--- src/rtl/rgb_fade_sequencer_if.sv ---
// Control and duty-output bundle between the board top and the RGB fade sequencer.
// Level semantics: enable and pause are sampled on every rising clk edge; every output is registered.
interface rgb_fade_sequencer_if #(
  parameter int DUTY_W = 8
);
  logic              enable;
  logic              pause;
  logic [DUTY_W-1:0] duty_r;
  logic [DUTY_W-1:0] duty_g;
  logic [DUTY_W-1:0] duty_b;
  logic [2:0]        colour_idx;
  logic              holding;
  logic              wrap;
  logic [1:0]        state_dbg;

  modport master (
    output enable, pause,
    input  duty_r, duty_g, duty_b, colour_idx, holding, wrap, state_dbg
  );

  modport slave (
    input  enable, pause,
    output duty_r, duty_g, duty_b, colour_idx, holding, wrap, state_dbg
  );
endinterface

--- src/rtl/rgb_fade_sequencer.sv ---
// Steps three PWM duty values through a six-colour palette, ramping one LSB per
// step tick between colours and holding each colour for a fixed number of ticks.
module rgb_fade_sequencer #(
  parameter int DUTY_W      = 8,
  parameter int STEP_CYCLES = 46875,
  parameter int HOLD_STEPS  = 256
) (
  input  logic                 clk,
  input  logic                 rst_n,
  rgb_fade_sequencer_if.slave  bus
);

  typedef enum logic [1:0] {
    S_IDLE = 2'd0,
    S_RAMP = 2'd1,
    S_HOLD = 2'd2
  } state_t;

  localparam int PW = (STEP_CYCLES > 1) ? $clog2(STEP_CYCLES) : 1;
  localparam int HW = (HOLD_STEPS > 1) ? $clog2(HOLD_STEPS) : 1;
  localparam logic [PW-1:0]     PRESC_LAST = PW'(STEP_CYCLES - 1);
  localparam logic [HW-1:0]     HOLD_LAST  = HW'(HOLD_STEPS - 1);
  localparam logic [DUTY_W-1:0] FS         = '1;

  state_t            r_state;
  logic [PW-1:0]     r_presc;
  logic [HW-1:0]     r_hold_cnt;
  logic [DUTY_W-1:0] r_duty_r;
  logic [DUTY_W-1:0] r_duty_g;
  logic [DUTY_W-1:0] r_duty_b;
  logic [2:0]        r_colour_idx;
  logic              r_holding;
  logic              r_wrap;

  state_t            w_state;
  logic [PW-1:0]     w_presc;
  logic [HW-1:0]     w_hold_cnt;
  logic [DUTY_W-1:0] w_duty_r;
  logic [DUTY_W-1:0] w_duty_g;
  logic [DUTY_W-1:0] w_duty_b;
  logic [2:0]        w_colour_idx;
  logic              w_holding;
  logic              w_wrap;

  logic              w_tick;
  logic [DUTY_W-1:0] w_tgt_r;
  logic [DUTY_W-1:0] w_tgt_g;
  logic [DUTY_W-1:0] w_tgt_b;
  logic [DUTY_W-1:0] w_step_r;
  logic [DUTY_W-1:0] w_step_g;
  logic [DUTY_W-1:0] w_step_b;
  logic              w_at_target;
  logic [2:0]        w_next_idx;

  function automatic logic [DUTY_W-1:0] step_toward(
    input logic [DUTY_W-1:0] cur,
    input logic [DUTY_W-1:0] tgt
  );
    if (cur < tgt)      return cur + DUTY_W'(1);
    else if (cur > tgt) return cur - DUTY_W'(1);
    else                return cur;
  endfunction

  // Palette: red, yellow, green, cyan, blue, magenta.
  assign w_tgt_r = (r_colour_idx == 3'd0 || r_colour_idx == 3'd1 || r_colour_idx == 3'd5) ? FS : '0;
  assign w_tgt_g = (r_colour_idx == 3'd1 || r_colour_idx == 3'd2 || r_colour_idx == 3'd3) ? FS : '0;
  assign w_tgt_b = (r_colour_idx == 3'd3 || r_colour_idx == 3'd4 || r_colour_idx == 3'd5) ? FS : '0;

  assign w_step_r    = step_toward(r_duty_r, w_tgt_r);
  assign w_step_g    = step_toward(r_duty_g, w_tgt_g);
  assign w_step_b    = step_toward(r_duty_b, w_tgt_b);
  assign w_at_target = (w_step_r == w_tgt_r) && (w_step_g == w_tgt_g) && (w_step_b == w_tgt_b);
  assign w_next_idx  = (r_colour_idx == 3'd5) ? 3'd0 : r_colour_idx + 3'd1;

  // The prescaler only advances while running and unpaused, so a tick never fires in IDLE or pause.
  assign w_tick = (r_state != S_IDLE) && bus.enable && !bus.pause && (r_presc == PRESC_LAST);

  always_comb begin
    w_state      = r_state;
    w_presc      = r_presc;
    w_hold_cnt   = r_hold_cnt;
    w_duty_r     = r_duty_r;
    w_duty_g     = r_duty_g;
    w_duty_b     = r_duty_b;
    w_colour_idx = r_colour_idx;
    w_holding    = r_holding;
    w_wrap       = 1'b0;

    if (!bus.enable) begin
      w_state      = S_IDLE;
      w_presc      = '0;
      w_hold_cnt   = '0;
      w_duty_r     = '0;
      w_duty_g     = '0;
      w_duty_b     = '0;
      w_colour_idx = 3'd0;
      w_holding    = 1'b0;
    end else if (!bus.pause) begin
      case (r_state)
        S_IDLE: begin
          w_state      = S_RAMP;
          w_presc      = '0;
          w_colour_idx = 3'd0;
        end
        S_RAMP: begin
          w_presc = w_tick ? '0 : r_presc + PW'(1);
          if (w_tick) begin
            w_duty_r = w_step_r;
            w_duty_g = w_step_g;
            w_duty_b = w_step_b;
            if (w_at_target) begin
              w_state    = S_HOLD;
              w_hold_cnt = '0;
              w_holding  = 1'b1;
            end
          end
        end
        S_HOLD: begin
          w_presc = w_tick ? '0 : r_presc + PW'(1);
          if (w_tick) begin
            if (r_hold_cnt == HOLD_LAST) begin
              w_state      = S_RAMP;
              w_hold_cnt   = '0;
              w_colour_idx = w_next_idx;
              w_holding    = 1'b0;
              w_wrap       = (r_colour_idx == 3'd5);
            end else begin
              w_hold_cnt = r_hold_cnt + HW'(1);
            end
          end
        end
        default: begin
          w_state = S_IDLE;
        end
      endcase
    end
  end

  always_ff @(posedge clk or negedge rst_n) begin
    if (!rst_n) begin
      r_state      <= S_IDLE;
      r_presc      <= '0;
      r_hold_cnt   <= '0;
      r_duty_r     <= '0;
      r_duty_g     <= '0;
      r_duty_b     <= '0;
      r_colour_idx <= 3'd0;
      r_holding    <= 1'b0;
      r_wrap       <= 1'b0;
    end else begin
      r_state      <= w_state;
      r_presc      <= w_presc;
      r_hold_cnt   <= w_hold_cnt;
      r_duty_r     <= w_duty_r;
      r_duty_g     <= w_duty_g;
      r_duty_b     <= w_duty_b;
      r_colour_idx <= w_colour_idx;
      r_holding    <= w_holding;
      r_wrap       <= w_wrap;
    end
  end

  assign bus.duty_r     = r_duty_r;
  assign bus.duty_g     = r_duty_g;
  assign bus.duty_b     = r_duty_b;
  assign bus.colour_idx = r_colour_idx;
  assign bus.holding    = r_holding;
  assign bus.wrap       = r_wrap;
  assign bus.state_dbg  = r_state;

endmodule
--- src/flat_wrapper.sv ---
// flat-port wrapper written by rule: the top's interface ports become plain ports
module rgb_fade_sequencer_flat 
#(
  parameter int DUTY_W      = 8,
  parameter int STEP_CYCLES = 46875,
  parameter int HOLD_STEPS  = 256
)
  (clk, rst_n, bus_enable, bus_pause, bus_duty_r, bus_duty_g, bus_duty_b, bus_colour_idx, bus_holding, bus_wrap, bus_state_dbg);
  rgb_fade_sequencer_if #(.DUTY_W(DUTY_W)) bus_i ();
  input  logic clk;
  input  logic rst_n;
  input wire logic [$bits(bus_i.enable)-1:0] bus_enable;
  input wire logic [$bits(bus_i.pause)-1:0] bus_pause;
  output wire logic [$bits(bus_i.duty_r)-1:0] bus_duty_r;
  output wire logic [$bits(bus_i.duty_g)-1:0] bus_duty_g;
  output wire logic [$bits(bus_i.duty_b)-1:0] bus_duty_b;
  output wire logic [$bits(bus_i.colour_idx)-1:0] bus_colour_idx;
  output wire logic [$bits(bus_i.holding)-1:0] bus_holding;
  output wire logic [$bits(bus_i.wrap)-1:0] bus_wrap;
  output wire logic [$bits(bus_i.state_dbg)-1:0] bus_state_dbg;
  assign bus_i.enable = bus_enable;
  assign bus_i.pause = bus_pause;
  assign bus_duty_r = bus_i.duty_r;
  assign bus_duty_g = bus_i.duty_g;
  assign bus_duty_b = bus_i.duty_b;
  assign bus_colour_idx = bus_i.colour_idx;
  assign bus_holding = bus_i.holding;
  assign bus_wrap = bus_i.wrap;
  assign bus_state_dbg = bus_i.state_dbg;
  rgb_fade_sequencer #(.DUTY_W(DUTY_W), .STEP_CYCLES(STEP_CYCLES), .HOLD_STEPS(HOLD_STEPS)) u_core (.clk(clk), .rst_n(rst_n), .bus(bus_i));
endmodule
--- config.mk ---
export PLATFORM = sky130hd
export DESIGN_NAME = rgb_fade_sequencer_flat
export DESIGN_NICKNAME = d
export VERILOG_FILES = /design/src/rtl/rgb_fade_sequencer_if.sv /design/src/rtl/rgb_fade_sequencer.sv /design/src/flat_wrapper.sv
export SDC_FILE = /design/constraint.sdc
export NUM_CORES = 1
export LEC_CHECK = 0
export CORE_UTILIZATION = 60
export CTS_CLUSTER_SIZE = 40
export DETAILED_ROUTE_END_ITERATION = 8
export DONT_BUFFER_PORTS = 1
export PLACE_DENSITY = 0.8
export REMOVE_ABC_BUFFERS = 1
export SYNTH_ARGS = -nofsm -noshare
export SYNTH_HDL_FRONTEND = slang
export SYNTH_SLANG_ARGS = --single-unit
export TNS_END_PERCENT = 50
--- constraint.sdc ---
create_clock -name clk -period 12.4 [get_ports clk]
set_input_delay 3.1 -clock clk [delete_from_list [all_inputs] [get_ports clk]]
set_output_delay 3.1 -clock clk [all_outputs]
set_load 0.02 [all_outputs]
Yosys cells after proc, flatten, opt, wreduce, memory -nomap -nowiden
Index checks and enable logic that the tools add are counted.
- flip-flop bits (word level): 55
- logic and storage cells: 125
- output and inout bits: 31
- bits of input ports: 4
- multiplexer cells: 57
- reduce and logical (&&, ||, !) cells: 22
- equality and inequality tests: 22
- magnitude comparators: 6
- add/sub/neg operators: 9
- operators by type and width (operator ; number):
    8-bit two-way mux ; 27
    16-bit two-way mux ; 3
    8-bit by 1-bit adder with 8-bit output, second input constant ; 4
    16-bit case mux with 2 select lines ; 1
    8-bit equality test ; 3
    8-bit greater-than comparator ; 3
    8-bit < comparator ; 3
    8-bit by 1-bit subtractor with 8-bit output, second input constant ; 3
    16-bit by 1-bit adder with 16-bit output, second input constant ; 1
    16-bit equality test, second input constant ; 1
    8-bit case mux with 2 select lines ; 1
    3-bit two-way mux ; 5
    3-bit by 2-bit inequality test with 1-bit output, second input constant ; 5
    2-bit two-way mux ; 6
    1-bit two-way mux ; 11
    5-bit AND reduction ; 2
    8-bit equality test, second input constant ; 1
    3-bit by 2-bit equality test with 1-bit output, second input constant ; 2
    3-bit equality test, second input constant ; 2
    1-bit logical OR ; 6
    3-bit by 1-bit inequality test with 1-bit output, second input constant ; 2
    2-bit case mux with 3 select lines ; 1
    3-bit case mux with 2 select lines ; 1
    6-bit AND reduction ; 1
    other kinds (16) ; 21

Logic depth before layout (Yosys ltp)
Gate-level depths: netlist of run 1.
- word-level depth: 15
- mapped depth: 18
- mapped depth without buffers: 17

Least setup slack after synthesis of run 1
Ideal clock, no wire load.
- kind: input to register
- start: input bus_enable
- end: register u_core.r_hold_cnt[0]
- buffers on the path: 0
- arrival: 5055 ps
- slack: 7218 ps
- data required time: 12272 ps
- stages on the path: 8
- setup time: 128 ps
- cell sequence: nor4b_1 nand4_1 a2111oi_0 nand4_1 o221ai_1 o311ai_1 a31o_2 mux2_1
- longest elaborated chain between the ends: 5
- elaborated cells between the ends (all ways): 10
- those cells by class: 5 x eq/ne; 1 x mux; 4 x reduce/logical
- ends and longest elaborated chain (element ; line ; text):
    start: declaration ; flat_wrapper.sv:12 ; input wire logic [$bits(bus_i.enable)-1:0] bus_enable;
    1-bit logical AND (3 in a row) ; rgb_fade_sequencer.sv:76 ; assign w_tick = (r_state != S_IDLE) && bus.enable && !bus.pause && (r_presc == PRESC_LAST);
    3-bit by 2-bit inequality test with 1-bit output (no source line) ; - ;
    5-bit AND reduction (no source line) ; - ;
    end signal: assignment ; rgb_fade_sequencer.sv:153 ; r_hold_cnt <= w_hold_cnt;
    end: declaration ; rgb_fade_sequencer.sv:27 ; logic [HW-1:0] r_hold_cnt;
Several ways; a longest one is shown, not always the timed one.
A chain may end at the register's enable or synchronous reset.

Worst setup path in the final report of run 1
- start: input bus_enable
- end: register u_core.r_hold_cnt[3]
Same word-level chain as after synthesis.

==> out/summary.txt, run 1 <==
WP buf/inv = 1
switching share of power = 38.0%
root buffer cell = clkbuf_8
IO Count = 35
static leakage = 1.99 nW
Hold WC Path Type = reg2reg
Seq/Total Area, Yosys = 28.9%
Clk pwr share = 24.0%
area share of the leading cell type in the synthesized netlist = 28.9%
drt initial violations = 333
met1 WL = 5240 um
Hold Buf Count CTS = 0
final hold vios = 0
mux cell area share after synthesis = 1.10%
fin. max-slew vios = 0
Crit. End Element = flip-flop
Core Footprint = 7690 um2
WL met2 = 5690 um
final setup violation count = 0
most common cell after layout, fill and taps aside = nand2_1
filler instances = 675
Routed WL = 12100 um
Yosys cell types = 66
period utilisation layout = 43.0%
slowest CP cell = a2111oi_0
num rows = 32
final net count = 619
vias in the first global route = 4371
diode count = 0
ratio of cells with drive above 1 in the final layout = 5.30%
leading post-synthesis cells by cell area = dfrtp_1 29%, ha_1 8.1%, o21ai_0 6.9%, nand2_1 5.9%, nand3_1 4.2%
Synth Area in Adders = 8.13%
Synth Area in Compound Gates = 26.9%
Via density = 6.87
Worst Max-Slew Pin Slew = 0.730 ns
largest area contributor in the netlist = dfrtp_1
Critical Path Start Type = primary input
largest family of logic cells by synthesized area = simple AND/OR/NAND/NOR gates
CP arrival = 5.55 ns
Syn Std Cell Area = 4770 um2
Starting Density = 62.0%
Synth Area per Inst = 7.82 um2
Syn Inst Count = 610
ys async rst share = 100%
antenna violations before repair = 0
fin crit period = 5.34 ns
first-pass GRT wire length = 20500 um
Top cell by count, worst path = nand4_1
CP top delay family = compound AO/OA/AOI/OAI gates
Int Pwr = 0.269 mW
met3 wire len = 917 um
part of the power in registers = 45.5%
Final ANT Viol Nets = 0
Num CTS Buffers = 5
max layer used = met4
Worst-path clk slew = 0.11 ns
Die Wd = 91.1 um
XOR/XNOR Fraction of Synth Area = 2.20%
CTS tree = yes
Max-slew headroom = 50.8%
Crit Path Class = in2reg
RSZ-0062 raised after global routing = no
# DRC = 0
fmax = 0.187 GHz
Worst EP required = 12.61 ns
register bit total from synthesis = 55
Worst Skew = 0.0120 ns
Via Count = 4718
FF+latch area = 1380 um2
Syn. warnings = 0
Die Height = 91.1 um
status = finished clean
Top FF cell, synth = dfrtp_1
DR pass1 iterations = 6
PD cells = 89.3 nW/um2
Setup TNS Final = 0 ns
PostCTS Resize Cnt = 0
worst-case vdd ir drop = 0.0000501 V
P&R area growth vs syn = 2.02%
post-synthesis simple-gate area fraction = 27.6%
final hold slack = 0.512 ns
Setup Fix Bufs, Post-CTS = 0
later-pin clock latency in the skew report = 0.32 ns
CTS H-tree depth = 2
GPL Wtd Cong = 0.937
CTS Sinks = 55
Register-to-Register Setup Slack = 7.22 ns
critical path fanouts, max = 39
WL/cell = 17.6 um
Buffers on Ports = 0
clk buf depth = 2
dpl hpwl = 8660 um
Switch Pwr = 0.165 mW
grt ovf = 0
Final Util = 63.3%
commonest cells after routing, fill and taps aside = 75 x nand2_1, 66 x o21ai_0, 55 x dfrtp_1, 40 x nand3_1, 32 x nor2_1
Die ar. = 8310 um2
Layout Cells excl Fill = 687
critical path, cell by cell = nor4b_1 > nand4_1 > a2111oi_0 > nand4_1 > o221ai_1 > o311ai_1 > buf_4 > a31o_2 > o41ai_2
gr usage total = 29.7%
Max Cap Viol = 0
EDFF count, synth = 0
largest net degree at the start of global routing = 56
area occupied by multi-input gates = 3150 um2
CP max stage delay = 0.45 ns
combinational power share = 30.5%
cell count after placement = 679
-- synthesized netlist by cell type (4+ instances only) --
cell	number
a41oi_1	7
or2_2	5
a22oi_1	5
a31oi_1	10
and2_1	7
o41ai_2	5
o21a_1	7
a21oi_1	24
nand3_1	40
or3_1	6
nor2_1	32
and4_1	5
buf_2	4
nor2b_1	4
a211oi_1	5
inv_1	27
xor2_1	4
nand2_1	75
o21ai_1	5
xnor2_1	8
and3_1	10
nand4_1	21
nor4_1	10
o211ai_1	7
nor3_1	11
or4_1	5
ha_1	31
clkbuf_1	29
a21boi_0	5
dfrtp_1	55
a21o_1	6
o31ai_1	12
nor4b_1	9
o21ai_0	66
-- registers in the layout, summed over array words and instances (netlist names) --
signal / flops
u_core.bus.colour_idx: 3
u_core.bus.duty_b: 8
u_core.bus.duty_g: 8
u_core.bus.duty_r: 8
u_core.bus.holding: 1
u_core.bus.state_dbg: 2
u_core.bus.wrap: 1
u_core.r_hold_cnt: 8
u_core.r_presc: 16
-- layout make-up --
type                            count  share of cell area [%]
Tap cell                          102                    2.62
Clock buffer                        5                    1.41
Inverter                           28                    2.16
Timing Repair Buffer                2                   0.309
Clock inverter                      3                   0.514
Multi-Input combinational cell    492                    64.7
Sequential cell                    55                    28.3
-- per-stage QoR --
step	power (mW)	instance area, um2	setup WS [ns]
after global routing	0.461	4860	6.82
after detailed placement	0.330	4770	6.76
after CTS	0.434	4860	7.10
final	0.434	4860	7.06
after floorplan	0.298	4630	6.99
after global placement	0.326	4770	6.93
-- path summary, 6_finish.rpt --
path                                                      startpoint                                to  cells past startpoint
worst min register to register        u_core.r_presc[15]$_DFFE_PN0P_    u_core.r_presc[15]$_DFFE_PN0P_                      1
worst max-delay path                                      bus_enable  u_core.r_hold_cnt[3]$_DFFE_PN0P_                      9
worst min-delay path                  u_core.r_presc[15]$_DFFE_PN0P_    u_core.r_presc[15]$_DFFE_PN0P_                      1
min in group asynchronous                                      rst_n     u_core.r_presc[0]$_DFFE_PN0P_                      0
worst max register to register  u_core.bus.colour_idx[1]$_DFFE_PN0P_  u_core.r_hold_cnt[3]$_DFFE_PN0P_                     15
max in group asynchronous                                      rst_n  u_core.r_hold_cnt[7]$_DFFE_PN0P_                      0
-- per-layer routing --
layer  GRT usage, %  up-vias
li1               -     2249
met1           40.6     2219
met2           48.8      222
met3           4.86       28
met4           8.07        0
met5              0        -
-- cell families (layout without fill, tap and decap cells) --
group,Yosys count,after routing
AOI/OAI and AO/OA,192,192
buffers and inverters,63,38
DFF,55,55
and+or+nand+nor,252,252
xor gates and xnor gates,12,12
muxes,5,5
adders and majority gates,31,31
-- power groups by stage --
stage                     Sequential (mW)  Combinational, mW  Clock, mW
final                               0.198              0.133      0.104
after global routing                0.199              0.147      0.115
after CTS                           0.198              0.130      0.107
after detailed placement            0.201              0.129          0
after global placement              0.201              0.125          0
after floorplan                     0.198              0.100          0
(Power assumes the default switching activity.)
==> run 2, diff against run 1 <==
CORE_UTILIZATION = 59   (was 60)
PLACE_DENSITY = 0.82   (was 0.8)
clock period = 4.8 ns   (was 12.4 ns; I/O delays follow)
==> run 2 against run 1 <==
  * Core utilization rose by 0.93 points
  * Global-route usage is 1.4 points higher
  * Die area increased by 1.7%
  * Sequential share of layout area fell by 0.70 points
  * Sequential power rose to 2.5 times the previous value
  * Largest cell class unchanged
==> out/summary.txt, run 2 (same netlist as run 1, synthesis figures left out) <==
status = finished clean
CTS H-tree depth = 2
Via Count = 4790
Num CTS Buffers = 5
clk buf depth = 2
worst-case vdd ir drop = 0.000199 V
Top cell by count, worst path = ha_1
Die Wd = 91.9 um
final hold vios = 0
Max Cap Viol = 0
Routed WL = 12700 um
slowest CP cell = or4_4
CP arrival = 4.82 ns
diode count = 0
fin. max-slew vios = 0
WL/cell = 18.2 um
Hold Startpoint = u_core.r_presc[15]$_DFFE_PN0P_
ratio of cells with drive above 1 in the final layout = 8.54%
critical path, cell by cell = nand2_1 > inv_1 > ha_1 > o21ba_2 > inv_2 > ha_1 > nor2_1 > or4_4 > and3_4 > a211oi_2 > xnor2_1 > o2111ai_1 > or4_1 > a22oi_1 > o311ai_1 > a31o_2 > mux2_1
area occupied by multi-input gates = 3180 um2
DR pass1 iterations = 6
largest net degree at the start of global routing = 56
Clk pwr share = 24.5%
# DRC = 0
critical path fanouts, max = 10
hold endpoint = u_core.r_presc[15]$_DFFE_PN0P_
commonest cells after routing, fill and taps aside = 75 x nand2_1, 65 x o21ai_0, 55 x dfrtp_1, 40 x nand3_1, 32 x nor2_1
most common cell after layout, fill and taps aside = nand2_1
post-layout instance area = 4990 um2
Buffers on Ports = 0
Starting Density = 61.4%
IO Count = 35
max reg flops = 16
Core Footprint = 7770 um2
switching share of power = 38.2%
root buffer cell = clkbuf_8
PD cells = 228 nW/um2
Hold WC Path Type = reg2reg
DP Area = 4860 um2
Switch Pwr = 0.434 mW
part of the power in registers = 44.3%
Register-to-Register Setup Slack = 0.19 ns
Tot Pwr = 1.14 mW
Die Height = 91.9 um
Reg with most FFs = u_core.r_presc
CTS tree = yes
gr usage total = 31.1%
CP max stage delay = 0.52 ns
Critical Path Start Type = flip-flop
Reg-to-Reg Start = u_core.bus.colour_idx[1]$_DFFE_PN0P_
Final Util = 64.2%
filler instances = 674
drt initial violations = 328
antenna violations before repair = 0
Worst-path clk slew = 0.11 ns
Die ar. = 8450 um2
vias in the first global route = 4448
grt ovf = 0
Int Pwr = 0.702 mW
Crit. End Element = flip-flop
Worst Max-Slew Pin Slew = 0.748 ns
Worst Skew = 0.00939 ns
static leakage = 2.06 nW
period utilisation layout = 96.0%
Reg2Reg Capture Point = u_core.r_hold_cnt[0]$_DFFE_PN0P_
fin crit period = 4.61 ns
final net count = 631
later-pin clock latency in the skew report = 0.32 ns
CTS Sinks = 55
Crit Path Class = reg2reg
FF+latch area = 1380 um2
first-pass GRT wire length = 21300 um
final setup violation count = 0
Final ANT Viol Nets = 0
fmax = 0.217 GHz
combinational power share = 31.2%
dpl hpwl = 9070 um
hold depth = 1
P&R area growth vs syn = 4.59%
Via density = 6.85
GPL Wtd Cong = 0.914
num rows = 32
Worst EP required = 5.01 ns
Max-slew headroom = 49.6%
R2R cell count = 17
Setup Fix Bufs, Post-CTS = 0
run 2: power by group through the flow:
stage | registers [mW] | clock network, mW | logic (mW)
2_1_floorplan | 0.511 | 0 | 0.259
6_report | 0.503 | 0.278 | 0.354
3_3_place_gp | 0.511 | 0 | 0.337
4_1_cts | 0.503 | 0.281 | 0.346
3_5_place_dp | 0.512 | 0 | 0.344
5_1_grt | 0.506 | 0.304 | 0.396
run 2: worst max path at each step:
stage,startpoint,end,cells past startpoint
2_1_floorplan,u_core.bus.colour_idx[2]$_DFFE_PN0P_,u_core.r_hold_cnt[0]$_DFFE_PN0P_,15
3_3_place_gp,u_core.bus.colour_idx[1]$_DFFE_PN0P_,u_core.r_hold_cnt[0]$_DFFE_PN0P_,16
3_5_place_dp,u_core.bus.colour_idx[0]$_DFFE_PN0P_,u_core.r_hold_cnt[0]$_DFFE_PN0P_,15
4_1_cts,u_core.bus.colour_idx[0]$_DFFE_PN0P_,u_core.r_hold_cnt[0]$_DFFE_PN0P_,15
5_1_grt,u_core.bus.colour_idx[1]$_DFFE_PN0P_,u_core.r_hold_cnt[0]$_DFFE_PN0P_,17
6_report,u_core.bus.colour_idx[1]$_DFFE_PN0P_,u_core.r_hold_cnt[0]$_DFFE_PN0P_,17
run 2: layer usage:
layer,routed length (um),track usage (%),part of all wire [%],vias to the layer above
li1,-,-,-,2278
met1,5320,41.4,42,2260
met2,6040,49.4,48,224
met3,1060,6.63,8.3,28
met4,276,12.2,2.2,0
met5,0,0,0,-
run 2: layout make-up:
type                       count  area share (%)
multi-input combinational    492            63.8
sequential                    55            27.6
tap                          102            2.56
timing repair buffer          14            2.11
inverter                      28            2.11
clock buffer                   5            1.38
clock inverter                 3           0.452
run 2: worst max-delay path: cells and delay by family, from the launching register on:
family	cells	cell delay (ns)
simple gates	5	1.47
fa+ha+maj	2	0.53
flops	1	0.47
mux	1	0.32
xor+xnor	1	0.22
compound gates	6	1.35
buf+inv	2	0.15
run 2: stage by stage:
stage                     setup WS [ns]  setup TNS, ns  hold WS [ns]  instances
after CTS                         0.151              0         0.493        699
after global placement            0.319              0         0.465        691
final                             0.193              0         0.490        699
after global routing          -0.000412      -0.000412         0.534        699
after floorplan                   0.206              0         0.443        575
after detailed placement          0.160              0         0.470        691
run 2: what timing repair did:
item | 4_1_cts | 5_1_grt
endpoints found under the hold margin | 0 | 0
endpoints found under the setup margin | 0 | 11
hold buffers | 0 | 0
gates resized for setup | 0 | 9
==> run 3, diff against run 2 <==
SLEW_MARGIN = 25   (was default)
==> results of run 3 <==
Final layout, timing and power as in run 2 (identical DEF).
